## src/rtl/sprite_line_scheduler.sv

```systemverilog
// Per-scanline sprite evaluation: scans the attribute table, keeps the first
// MAX_PER_LINE hitting indices in priority order and streams them to tile fetch.
module sprite_line_scheduler #(
    parameter int NUM_SPRITES  = 64,
    parameter int IDX_W        = 6,
    parameter int MAX_PER_LINE = 8
) (
    input  logic             clk,
    input  logic             rst_n,
    input  logic             line_start,
    input  logic [9:0]       line_y,
    output logic [9:0]       scan_y,
    output logic             attr_rd,
    output logic [IDX_W-1:0] attr_addr,
    input  logic             spr_en,
    input  logic             spr_hit,
    output logic             out_valid,
    output logic [IDX_W-1:0] out_idx,
    input  logic             out_ready,
    output logic             busy,
    output logic             done,
    output logic             overflow
);
    localparam int CNT_W = $clog2(MAX_PER_LINE + 1);
    localparam int PTR_W = (MAX_PER_LINE > 1) ? $clog2(MAX_PER_LINE) : 1;
    localparam logic [IDX_W:0] LAST = (IDX_W + 1)'(NUM_SPRITES);
    localparam logic [CNT_W-1:0] MAXC = CNT_W'(MAX_PER_LINE);

    typedef enum logic [1:0] {IDLE, SCAN, DRAIN, DONE} state_t;

    state_t           state;
    state_t           state_nx;
    logic [IDX_W:0]   ctr;
    logic [CNT_W-1:0] count;
    logic [PTR_W-1:0] rd_ptr;
    logic [IDX_W-1:0] list [MAX_PER_LINE];
    logic [IDX_W-1:0] hit_addr;
    logic [9:0]       scan_y_q;
    logic             ovf;
    logic             scan_done;
    logic             sample;
    logic             full;
    logic             push;
    logic             xfer;
    logic             last;

    // ctr is one ahead of the entry whose enable/hit is on the inputs now
    assign scan_done = (state == SCAN) && (ctr == LAST);
    assign sample    = (state == SCAN) && (ctr != '0) && spr_en && spr_hit;
    assign hit_addr  = ctr[IDX_W-1:0] - 1'b1;
    assign full      = (count == MAXC);
    assign push      = sample && !full;
    assign xfer      = (state == DRAIN) && out_ready;
    assign last      = xfer && ((CNT_W'(rd_ptr) + CNT_W'(1)) == count);

    always_comb begin
        state_nx = state;
        if (line_start) begin
            state_nx = SCAN;
        end else begin
            unique case (state)
                IDLE:    state_nx = IDLE;
                SCAN: begin
                    if (scan_done)
                        state_nx = (push || count != '0) ? DRAIN : DONE;
                end
                DRAIN: begin
                    if (last)
                        state_nx = DONE;
                end
                DONE:    state_nx = IDLE;
                default: state_nx = IDLE;
            endcase
        end
    end

    always_ff @(posedge clk) begin
        if (!rst_n) begin
            state    <= IDLE;
            ctr      <= '0;
            count    <= '0;
            rd_ptr   <= '0;
            ovf      <= 1'b0;
            scan_y_q <= '0;
        end else begin
            state <= state_nx;
            if (line_start) begin
                scan_y_q <= line_y;
                ctr      <= '0;
                count    <= '0;
                rd_ptr   <= '0;
                ovf      <= 1'b0;
            end else begin
                if (state == SCAN && !scan_done)
                    ctr <= ctr + 1'b1;
                if (push)
                    count <= count + 1'b1;
                if (sample && full)
                    ovf <= 1'b1;
                if (xfer)
                    rd_ptr <= rd_ptr + 1'b1;
            end
        end
    end

    always_ff @(posedge clk) begin
        if (push && !line_start)
            list[count[PTR_W-1:0]] <= hit_addr;
    end

    assign scan_y    = scan_y_q;
    assign busy      = (state != IDLE);
    assign attr_rd   = (state == SCAN) && (ctr != LAST);
    assign attr_addr = ctr[IDX_W-1:0];
    assign out_valid = (state == DRAIN);
    assign out_idx   = out_valid ? list[rd_ptr] : '0;
    assign done      = (state == DONE);
    assign overflow  = ovf;

endmodule

```

## config.mk

```make
export PLATFORM = sky130hd
export DESIGN_NAME = sprite_line_scheduler
export DESIGN_NICKNAME = d
export VERILOG_FILES = /design/src/rtl/sprite_line_scheduler.sv
export SDC_FILE = /design/constraint.sdc
export NUM_CORES = 1
export LEC_CHECK = 0
export CAP_MARGIN = 10
export CELL_PAD_IN_SITES_DETAIL_PLACEMENT = 0
export CELL_PAD_IN_SITES_GLOBAL_PLACEMENT = 2
export CORE_MARGIN = 3
export CORE_UTILIZATION = 25
export DETAILED_ROUTE_END_ITERATION = 12
export HOLD_SLACK_MARGIN = 0.1
export PLACE_DENSITY = 0.54
export REMOVE_ABC_BUFFERS = 1
export SLEW_MARGIN = 20
export SYNTH_ARGS = -nofsm -noshare
export SYNTH_HDL_FRONTEND = slang
export SYNTH_SLANG_ARGS = --single-unit
```

## constraint.sdc

```tcl
create_clock -name clk -period 2.8 [get_ports clk]
set_input_delay 0.84 -clock clk [delete_from_list [all_inputs] [get_ports clk]]
set_output_delay 0.84 -clock clk [all_outputs]
set_load 0.05 [all_outputs]
```

==> results.sh, run 1 <==
export IMPL_status="finished, final reports clean"
export IMPL_post_cts_buffers=0
export IMPL_diodes=0
export IMPL_synth_mux_area_frac=0.1239
export IMPL_required_ns=1.96
export IMPL_worst_setup_path_end_kind="output port"
export IMPL_overflow=0
export IMPL_async_reset_ff_frac=0
export IMPL_synth_distinct_cells=42
export IMPL_die_width_um=123.9
export IMPL_slew_headroom=0.5746
export IMPL_hold_viol=0
export IMPL_fill_cells=1355
export IMPL_antenna_found_initial=0
export IMPL_yosysSeqAreaShare=0.5879
export IMPL_pin_count=43
export IMPL_synth_compound_area_share=0.04755
export IMPL_synth_area_leader_cell="edfxtp_1"
export IMPL_cts_tree="yes"
export IMPL_drt_iter0_drc=86
export IMPL_drc=0
export IMPL_synth_top_family_by_area="multiplexers"
export IMPL_synthXorXnorAreaFrac=0.03782
export IMPL_grt_pass1_wl_mm=11.91
export IMPL_preCtsSetupSlack_ns=0.1915
export IMPL_period_share=0.9495
export IMPL_synthesis_area_mm2=0.003473
export IMPL_dp_hpwl_mm=5.178
export IMPL_final_layout_size_suffix_gt1_frac=0.2038
export IMPL_grt_max_degree=15
export IMPL_rsz0062_at_grt="no"
export IMPL_via_per_inst=4.288
export IMPL_avgSynthCellArea_um2=13.51
export IMPL_crit_type="reg2out"
export IMPL_cts_hold_buf=0
export IMPL_seqCellArea_mm2=0.002042
export IMPL_synth_simple_area_share=0.1185
export IMPL_clk_latency_ns=0.34
export IMPL_die_area_mm2=0.01534
export IMPL_clk_pin_slew_ns=0.06
export IMPL_ys_warn_count=0
export IMPL_leakagePower_nw=1.514
export IMPL_h_tree_depth=3
export IMPL_hold_class="reg2reg"
export IMPL_worst_setup_path_start_kind="register"
export IMPL_synth_seq_cells=78
export IMPL_clockBufferDepth=2
export IMPL_wire_per_inst_um=15.05
export IMPL_post_synth_top_area_fraction=0.4150
export IMPL_multi_input_area_mm2=0.001251
export IMPL_final_max_slew_viol_count=0
export IMPL_peakVddDrop_uv=213.9
export IMPL_layout_min_cycle_time_ns=2.659
export IMPL_rows=42
export IMPL_core_area_mm2=0.01340
export IMPL_root_buffer="clkbuf_16"
export IMPL_synth_edf_count=48
export IMPL_synth_commonest_cells="edfxtp_1 (48), dfxtp_1 (30), nand2_1 (18)"
export IMPL_arrival_ns=1.82
export IMPL_track_usage=0.1047
export IMPL_tightestPinTransition_ns=0.6359
export IMPL_cts_sinks=78
export IMPL_drtPass1Iterations=4
export IMPL_fin_worst_skew_ns=0.005202
export IMPL_netlist_instances=257
export IMPL_synth_most_common_cell="edfxtp_1"
export IMPL_setup_tns_ns=0
export IMPL_syn2layout_area_growth_pct=27.16
export IMPL_initial_core_util=0.2592
export IMPL_timing_fmax_mhz=376.1
export IMPL_cap_violations=0
export IMPL_power_density_mw_per_mm2=604.7
export IMPL_wl_mm=7.373
export IMPL_num_vias=2101
export IMPL_synthAdderAreaFrac=0.03242
export IMPL_crit_fanout=12
export IMPL_cts_buffers_inserted=9
export IMPL_yosys_top_cells_area="edfxtp_1 (41%), dfxtp_1 (17%), mux4_2 (7.8%)"
export IMPL_setup_viol_count_final=0
export IMPL_grt_pass1_vias=2128
export IMPL_ant_nets=0
export IMPL_setup_slack_ns=0.1414
export IMPL_nets=334
export IMPL_die_h_um=123.9
export IMPL_gp_congestion=0.6860
export IMPL_io_buffer_count=42
export IMPL_synth_main_ff_cell="edfxtp_1"
final cells by class:
type	count	area share
sequential	78	0.4623
tap	176	0.04986
multi-input combinational	147	0.2833
clock buffer	10	0.05184
timing repair buffer	60	0.1255
inverter	13	0.01105
clock inverter	6	0.01615
cells by family (layout without fill, tap and decap cells):
group           Yosys count  count (layout)
compound gates           19              19
xor+xnor                 15              15
fa+ha+maj                 9               9
buf+inv                  32              89
flops                    78              78
mux                      28              28
simple gates             76              76
worst paths after layout:
| kind | from | end | slack [ns] | cells past startpoint |
|---|---|---|---|---|
| worst max-delay path | register | out_idx[2] | 0.14 | 5 |
| worst max register to register | state[0] | state[0] | 0.47 | 6 |
| worst min register to register | overflow | overflow | 0.50 | 2 |
| worst min-delay path | overflow | overflow | 0.50 | 2 |
registers in the layout (all words and copies together), names as in the netlist, named ones only:
register,flops
overflow,1
ctr,7
scan_y,10
state,2
rd_ptr,3
count,4
list,48
report_power, final:
group	internal (mW)	switching (mW)	total (mW)
sequential	1.24	0.00885	1.25
combinational	0.0997	0.153	0.253
clock	0.697	0.474	1.17
total	2.03	0.636	2.67
what timing repair did:
item	in CTS	in global routing
endpoints found under the hold margin	0	0
resized for setup	0	2
setup endpoints to repair	0	5
placed cells by master (no fill, tap or decap), drive strengths merged, types with 2 or more instances in the layout:
cell type,instances
clkinvlp,2
nor2b,15
clkdlybuf4s50,33
inv,14
nand4,2
nand3,6
ha,9
clkbuf,10
and3,2
or3,3
xor2,8
nor4b,2
mux4,12
clkinv,2
nand2b,3
o21ai,3
a211oi,2
a21oi,8
dfxtp,30
buf,26
nor3,5
xnor2,7
edfxtp,48
nor2,13
nor4,2
nand2,20
mux2i,16
metrics by stage:
stage | std cells | instance area [um^2] | hold slack (ns) | power, mW | utilization
final | 490 | 4417 | 0.5037 | 2.671 | 0.3296
after global routing | 490 | 4417 | 0.5451 | 2.783 | 0.3296
after CTS | 490 | 4410 | 0.4926 | 2.727 | 0.3291
after detailed placement | 474 | 4110 | 0.4609 | 1.530 | 0.3067
after global placement | 474 | 4110 | 0.4585 | 1.529 | 0.3067
after floorplan | 238 | 3342 | 0.4673 | 1.418 | -
worst max-delay path, stage by stage, from the launching register on:
cell	delay, ns
dfxtp_1	0.32
buf_6	0.21
mux4_2	0.56
mux2i_1	0.15
nor2b_1	0.06
buf_4	0.18
metal layers:
layer	track usage	vias up	wire length (um)
met3	0.02634	8	218
met1	0.1491	1026	3711
met5	0	-	0
met4	0.04983	0	133
li1	-	1033	-
met2	0.1480	34	3310
No activity file was read; power rests on OpenSTA's default activity.
==> inputs of run 2 (changes only) <==
--- a/config.mk
+++ b/config.mk
@@ -13,7 +13,6 @@
 export DETAILED_ROUTE_END_ITERATION = 12
 export HOLD_SLACK_MARGIN = 0.1
 export PLACE_DENSITY = 0.54
-export REMOVE_ABC_BUFFERS = 1
 export SLEW_MARGIN = 20
 export SYNTH_ARGS = -nofsm -noshare
 export SYNTH_HDL_FRONTEND = slang
==> run 2 against run 1 <==
Effect of this change: core utilization down 0.17 points; first-iteration DRC count decreased by 1.2%; largest power group unchanged; wire length increased by 1.2%; setup slack got worse by 0.033 ns; register-to-register slack is essentially flat; highest routed layer unchanged; final area decreased by 0.51%.
==> results.sh, run 2 (synthesized netlist as in run 1, its figures left out) <==
export IMPL_grt_pass1_vias=2123
export IMPL_worstPathCellList="inv_1, ha_1, inv_1, clkdlybuf4s50_1"
export IMPL_cpMostUsedCell="inv_1"
export IMPL_cts_sinks=78
export IMPL_timing_fmax_mhz=371.6
export IMPL_hold_class="reg2reg"
export IMPL_largest_reg_flops=48
export IMPL_crit_type="reg2out"
export IMPL_syn_nets=282
export IMPL_crit_family="buffers and inverters"
export IMPL_syn2layout_area_growth_pct=26.51
export IMPL_wire_per_inst_um=15.31
export IMPL_crit_fanout=4
export IMPL_mostFrequentLayoutCells="edfxtp_1 (48), clkdlybuf4s50_1 (34), dfxtp_1 (29), buf_4 (23), nand2_1 (18)"
export IMPL_tightestPinTransition_ns=0.6679
export IMPL_status="finished, final reports clean"
export IMPL_final_area_mm2=0.004394
export IMPL_cap_violations=0
export IMPL_worst_setup_path_start_kind="register"
export IMPL_ant_nets=0
export IMPL_hold_viol=0
export IMPL_antenna_found_initial=0
export IMPL_arrival_ns=1.85
export IMPL_crit_buf_inv=3
export IMPL_final_layout_size_suffix_gt1_frac=0.2058
export IMPL_holdWs_ns=0.4680
export IMPL_grt_max_degree=14
export IMPL_worst_setup_path_end_kind="output port"
export IMPL_setup_viol_count_final=0
export IMPL_drtPass1Iterations=4
export IMPL_h_tree_depth=3
export IMPL_final_max_slew_viol_count=0
export IMPL_initial_core_util=0.2592
export IMPL_peakVddDrop_uv=273.6
export IMPL_track_usage=0.1057
export IMPL_clockBufferDepth=2
export IMPL_cts_tree="yes"
export IMPL_drt_iter0_drc=85
export IMPL_leakagePower_nw=1.495
export IMPL_setup_tns_ns=0
export IMPL_placement_cell_area_mm2=0.004088
export IMPL_slew_headroom=0.5515
export IMPL_cts_hold_buf=0
export IMPL_layout_min_cycle_time_ns=2.691
export IMPL_cts_buffers_inserted=9
export IMPL_io_buffer_count=42
export IMPL_num_vias=2072
export IMPL_drc=0
export IMPL_dpl_cell_count=471
export IMPL_layout_commonest_cell="edfxtp_1"
export IMPL_pin_count=43
export IMPL_clk_pin_slew_ns=0.06
export IMPL_nets=332
export IMPL_dp_hpwl_mm=5.211
export IMPL_slowest_delay_ns=0.79
export IMPL_required_ns=1.96
export IMPL_die_h_um=123.9
export IMPL_core_area_mm2=0.01340
export IMPL_fill_cells=1354
export IMPL_power_density_mw_per_mm2=600.2
export IMPL_grt_pass1_wl_mm=11.74
export IMPL_period_share=0.9611
export IMPL_via_per_inst=4.255
export IMPL_clk_latency_ns=0.34
export IMPL_wl_mm=7.458
export IMPL_gp_congestion=0.7186
export IMPL_diodes=0
export IMPL_die_width_um=123.9
export IMPL_overflow=0
export IMPL_root_buffer="clkbuf_16"
export IMPL_crit_slowest_cell="clkdlybuf4s50_1"
export IMPL_rsz0062_at_grt="no"
export IMPL_fin_worst_skew_ns=0.006110
export IMPL_fin_cells=487
export IMPL_rows=42
export IMPL_die_area_mm2=0.01534
-- run 2: final timing paths --
path	from	end	slack, ns	cells past startpoint
setup / recovery	state[0]	busy	0.11	4
hold reg to reg	overflow	overflow	0.47	2
hold / removal	overflow	overflow	0.47	2
setup reg to reg	state[0]	state[0]	0.48	6
-- run 2: area by class of cell --
cell class	instances	area, um^2	share of cell area
flip-flops and latches	78	2043	0.4650
multi-input cells	147	1261	0.2870
repair buffers	58	533.0	0.1213
clock buffers	9	225.2	0.05125
well taps	176	220.2	0.05011
clock inverters	6	62.56	0.01424
inverters	13	48.80	0.01110
-- run 2: worst min-delay path, delay by kind of cell (launching register included) --
kind               cells  cell delay, ns
AOI/OAI and AO/OA      1            0.04
DFF                    1            0.32
and+or+nand+nor        1            0.07
-- run 2: per-stage QoR --
stage / utilization / total power, mW / setup WS (ns)
5_1_grt: 0.3279 / 2.746 / 0.004704
6_report: 0.3279 / 2.637 / 0.1088
2_1_floorplan: - / 1.430 / 0.1448
4_1_cts: 0.3265 / 2.681 / 0.005888
3_5_place_dp: 0.3050 / 1.522 / 0.2023
3_3_place_gp: 0.3050 / 1.522 / 0.2190
-- run 2: repair_timing --
item | CTS | global route
setup endpoints to repair | 1 | 2
hold endpoints to repair | 0 | 0
buffers inserted | 0 | 1
resized for setup | 1 | 3
-- run 2: power by group --
part,internal [mW],switching [mW]
Clock,0.683,0.459
Combinational,0.0961,0.149
Sequential,1.24,0.0102
Total,2.02,0.619
-- run 2: metal layers --
metal	GRT usage	vias to the layer above	wire length [um]	part of all wire
met1	0.1330	1012	3399	0.46
met4	0.03737	0	116	0.016
met2	0.1697	29	3712	0.50
met5	0	-	0	0
met3	0.03542	10	230	0.031
li1	-	1021	-	-
==> inputs of run 3 (changes only) <==
--- a/config.mk
+++ b/config.mk
@@ -8,6 +8,7 @@
 export CAP_MARGIN = 10
 export CELL_PAD_IN_SITES_DETAIL_PLACEMENT = 0
 export CELL_PAD_IN_SITES_GLOBAL_PLACEMENT = 2
+export CORE_ASPECT_RATIO = 1.2
 export CORE_MARGIN = 3
 export CORE_UTILIZATION = 25
 export DETAILED_ROUTE_END_ITERATION = 12
==> constraint.sdc (replaced) <==
create_clock -name clk -period 2.8 [get_ports clk]
set_input_delay 0.42 -clock clk [delete_from_list [all_inputs] [get_ports clk]]
set_output_delay 0.42 -clock clk [all_outputs]
set_load 0.05 [all_outputs]
==> run 3 against run 2 <==
Effect of this change: die area about the same; combinational power about the same; final area increased by 0.26%; count of clock-buffer cells in the layout increased by 1; sequential cell count unchanged; clock power increased by 9%; final cell count decreased by 1.2%; clock skew about the same; setup slack improved by 0.23 ns; worst hold slack improved by 0.026 ns; fmax increased by 9.4%; critical endpoint is now list[4][3].
==> results.sh, run 3 (synthesized netlist as in run 1, its figures left out) <==
export IMPL_status="finished, final reports clean"
export IMPL_post_cts_buffers=0
export IMPL_setup_tns_ns=0
export IMPL_final_max_slew_viol_count=0
export IMPL_via_per_inst=4.266
export IMPL_track_usage=0.1064
export IMPL_fin_worst_skew_ns=0.006253
export IMPL_clockPowerShare=0.454
export IMPL_cts_tree="yes"
export IMPL_cts_resized=0
export IMPL_period_share=0.8783
export IMPL_crit_fanout=6
export IMPL_mostFrequentLayoutCells="edfxtp_1 (48), clkdlybuf4s50_1 (35), dfxtp_1 (30), buf_4 (24), nand2_1 (18)"
export IMPL_tightestPinTransition_ns=1.052
export IMPL_clk_latency_ns=0.33
export IMPL_dpl_cell_count=465
export IMPL_grt_pass1_vias=2250
export IMPL_slowest_delay_ns=0.70
export IMPL_nets=333
export IMPL_p_sw_mw=0.6232
export IMPL_leakagePower_nw=1.507
export IMPL_slew_headroom=0.2925
export IMPL_hold_class="reg2reg"
export IMPL_final_layout_size_suffix_gt1_frac=0.2013
export IMPL_hold_viol=0
export IMPL_worstPathCellList="inv_1, ha_1, or4b_4, o311a_4, buf_4, nand3_1, nor3_1"
export IMPL_die_area_mm2=0.01535
export IMPL_cts_hold_buf=0
export IMPL_fin_cells=481
export IMPL_syn_nets=282
export IMPL_die_width_um=113.6
export IMPL_io_buffer_count=42
export IMPL_pin_count=43
export IMPL_crit_slowest_cell="nor3_1"
export IMPL_largest_reg_flops=48
export IMPL_syn2layout_area_growth_pct=26.84
export IMPL_overflow=0
export IMPL_p_sw_frac=0.2279
export IMPL_p_int_mw=2.111
export IMPL_ant_nets=0
export IMPL_combPwrFrac=0.089
export IMPL_power_frac_seq=0.457
export IMPL_peakVddDrop_uv=234.1
export IMPL_dp_hpwl_mm=5.521
export IMPL_drtPass1Iterations=4
export IMPL_drt_iter0_drc=85
export IMPL_cts_sinks=78
export IMPL_wl_mm=7.626
export IMPL_layout_min_cycle_time_ns=2.459
export IMPL_timing_fmax_mhz=406.6
export IMPL_num_vias=2052
export IMPL_clk_pin_slew_ns=0.06
export IMPL_crit_buf_inv=2
export IMPL_crit_family="simple AND/OR/NAND/NOR gates"
export IMPL_rows=46
export IMPL_worst_setup_path_start_kind="register"
export IMPL_power_density_mw_per_mm2=620.7
export IMPL_gp_congestion=0.7037
export IMPL_root_buffer="clkbuf_16"
export IMPL_grt_pass1_wl_mm=12.30
export IMPL_clockBufferDepth=2
export IMPL_rsz0062_at_grt="no"
export IMPL_setup_viol_count_final=0
export IMPL_preCtsSetupSlack_ns=0.05578
export IMPL_drc=0
export IMPL_cap_violations=0
export IMPL_wire_per_inst_um=15.85
export IMPL_fill_cells=1363
export IMPL_setup_slack_ns=0.3407
export IMPL_arrival_ns=2.41
export IMPL_antenna_found_initial=0
export IMPL_die_h_um=135.1
export IMPL_cts_buffers_inserted=9
export IMPL_diodes=0
export IMPL_grt_max_degree=15
export IMPL_crit_type="reg2reg"
export IMPL_initial_core_util=0.2590
export IMPL_layout_commonest_cell="edfxtp_1"
export IMPL_required_ns=2.76
export IMPL_worst_setup_path_end_kind="register"
export IMPL_h_tree_depth=3
export IMPL_core_area_mm2=0.01341
## run 3: path summary, 6_finish.rpt
check / start / endpoint / slack [ns] / cells after the start
min: overflow / overflow / 0.49 / 2
min reg2reg: overflow / overflow / 0.49 / 2
max reg2reg: ctr[0] / list[4][3] / 0.34 / 7
max: ctr[0] / list[4][3] / 0.34 / 7
## run 3: metal layers
metal,wire length (um),track usage,share of wire,vias to the layer above
li1,-,-,-,1026
met1,3381,0.1271,0.44,974
met2,3841,0.1860,0.50,41
met3,267,0.01972,0.035,11
met4,136,0.04609,0.018,0
met5,0,0,0,-
## run 3: per-stage QoR
| step | total power, mW | hold WS (ns) | cell area, um^2 | utilization |
|---|---|---|---|---|
| floorplan | 1.430 | 0.4673 | 3473 | - |
| global placement | 1.522 | 0.4928 | 4083 | 0.3044 |
| detailed placement | 1.520 | 0.4811 | 4083 | 0.3044 |
| finish | 2.734 | 0.4940 | 4405 | 0.3285 |
| CTS | 2.776 | 0.5077 | 4399 | 0.3280 |
| global route | 2.831 | 0.5183 | 4405 | 0.3285 |
## run 3: area by class of cell
cell class              count  area, um^2  share of cell area
flip-flops and latches     78        2042              0.4635
repair buffers             59       530.5              0.1204
clock buffers              10       229.0             0.05197
well taps                 168       210.2             0.04771
clock inverters             6       87.58             0.01988
inverters                  13       48.80             0.01108
multi-input cells         147        1257              0.2854
## run 3: power groups by stage
stage / Sequential, mW / Clock [mW] / Combinational (mW)
finish: 1.25 / 1.24 / 0.243
global route: 1.25 / 1.32 / 0.264
CTS: 1.25 / 1.28 / 0.248
detailed placement: 1.27 / 0 / 0.247
global placement: 1.27 / 0 / 0.249
floorplan: 1.30 / 0 / 0.129
## run 3: tightest hold or removal path: stages (launching register included)
cell and delay (ns):
dfxtp_1 0.34, a21oi_1 0.05, nor2_1 0.07
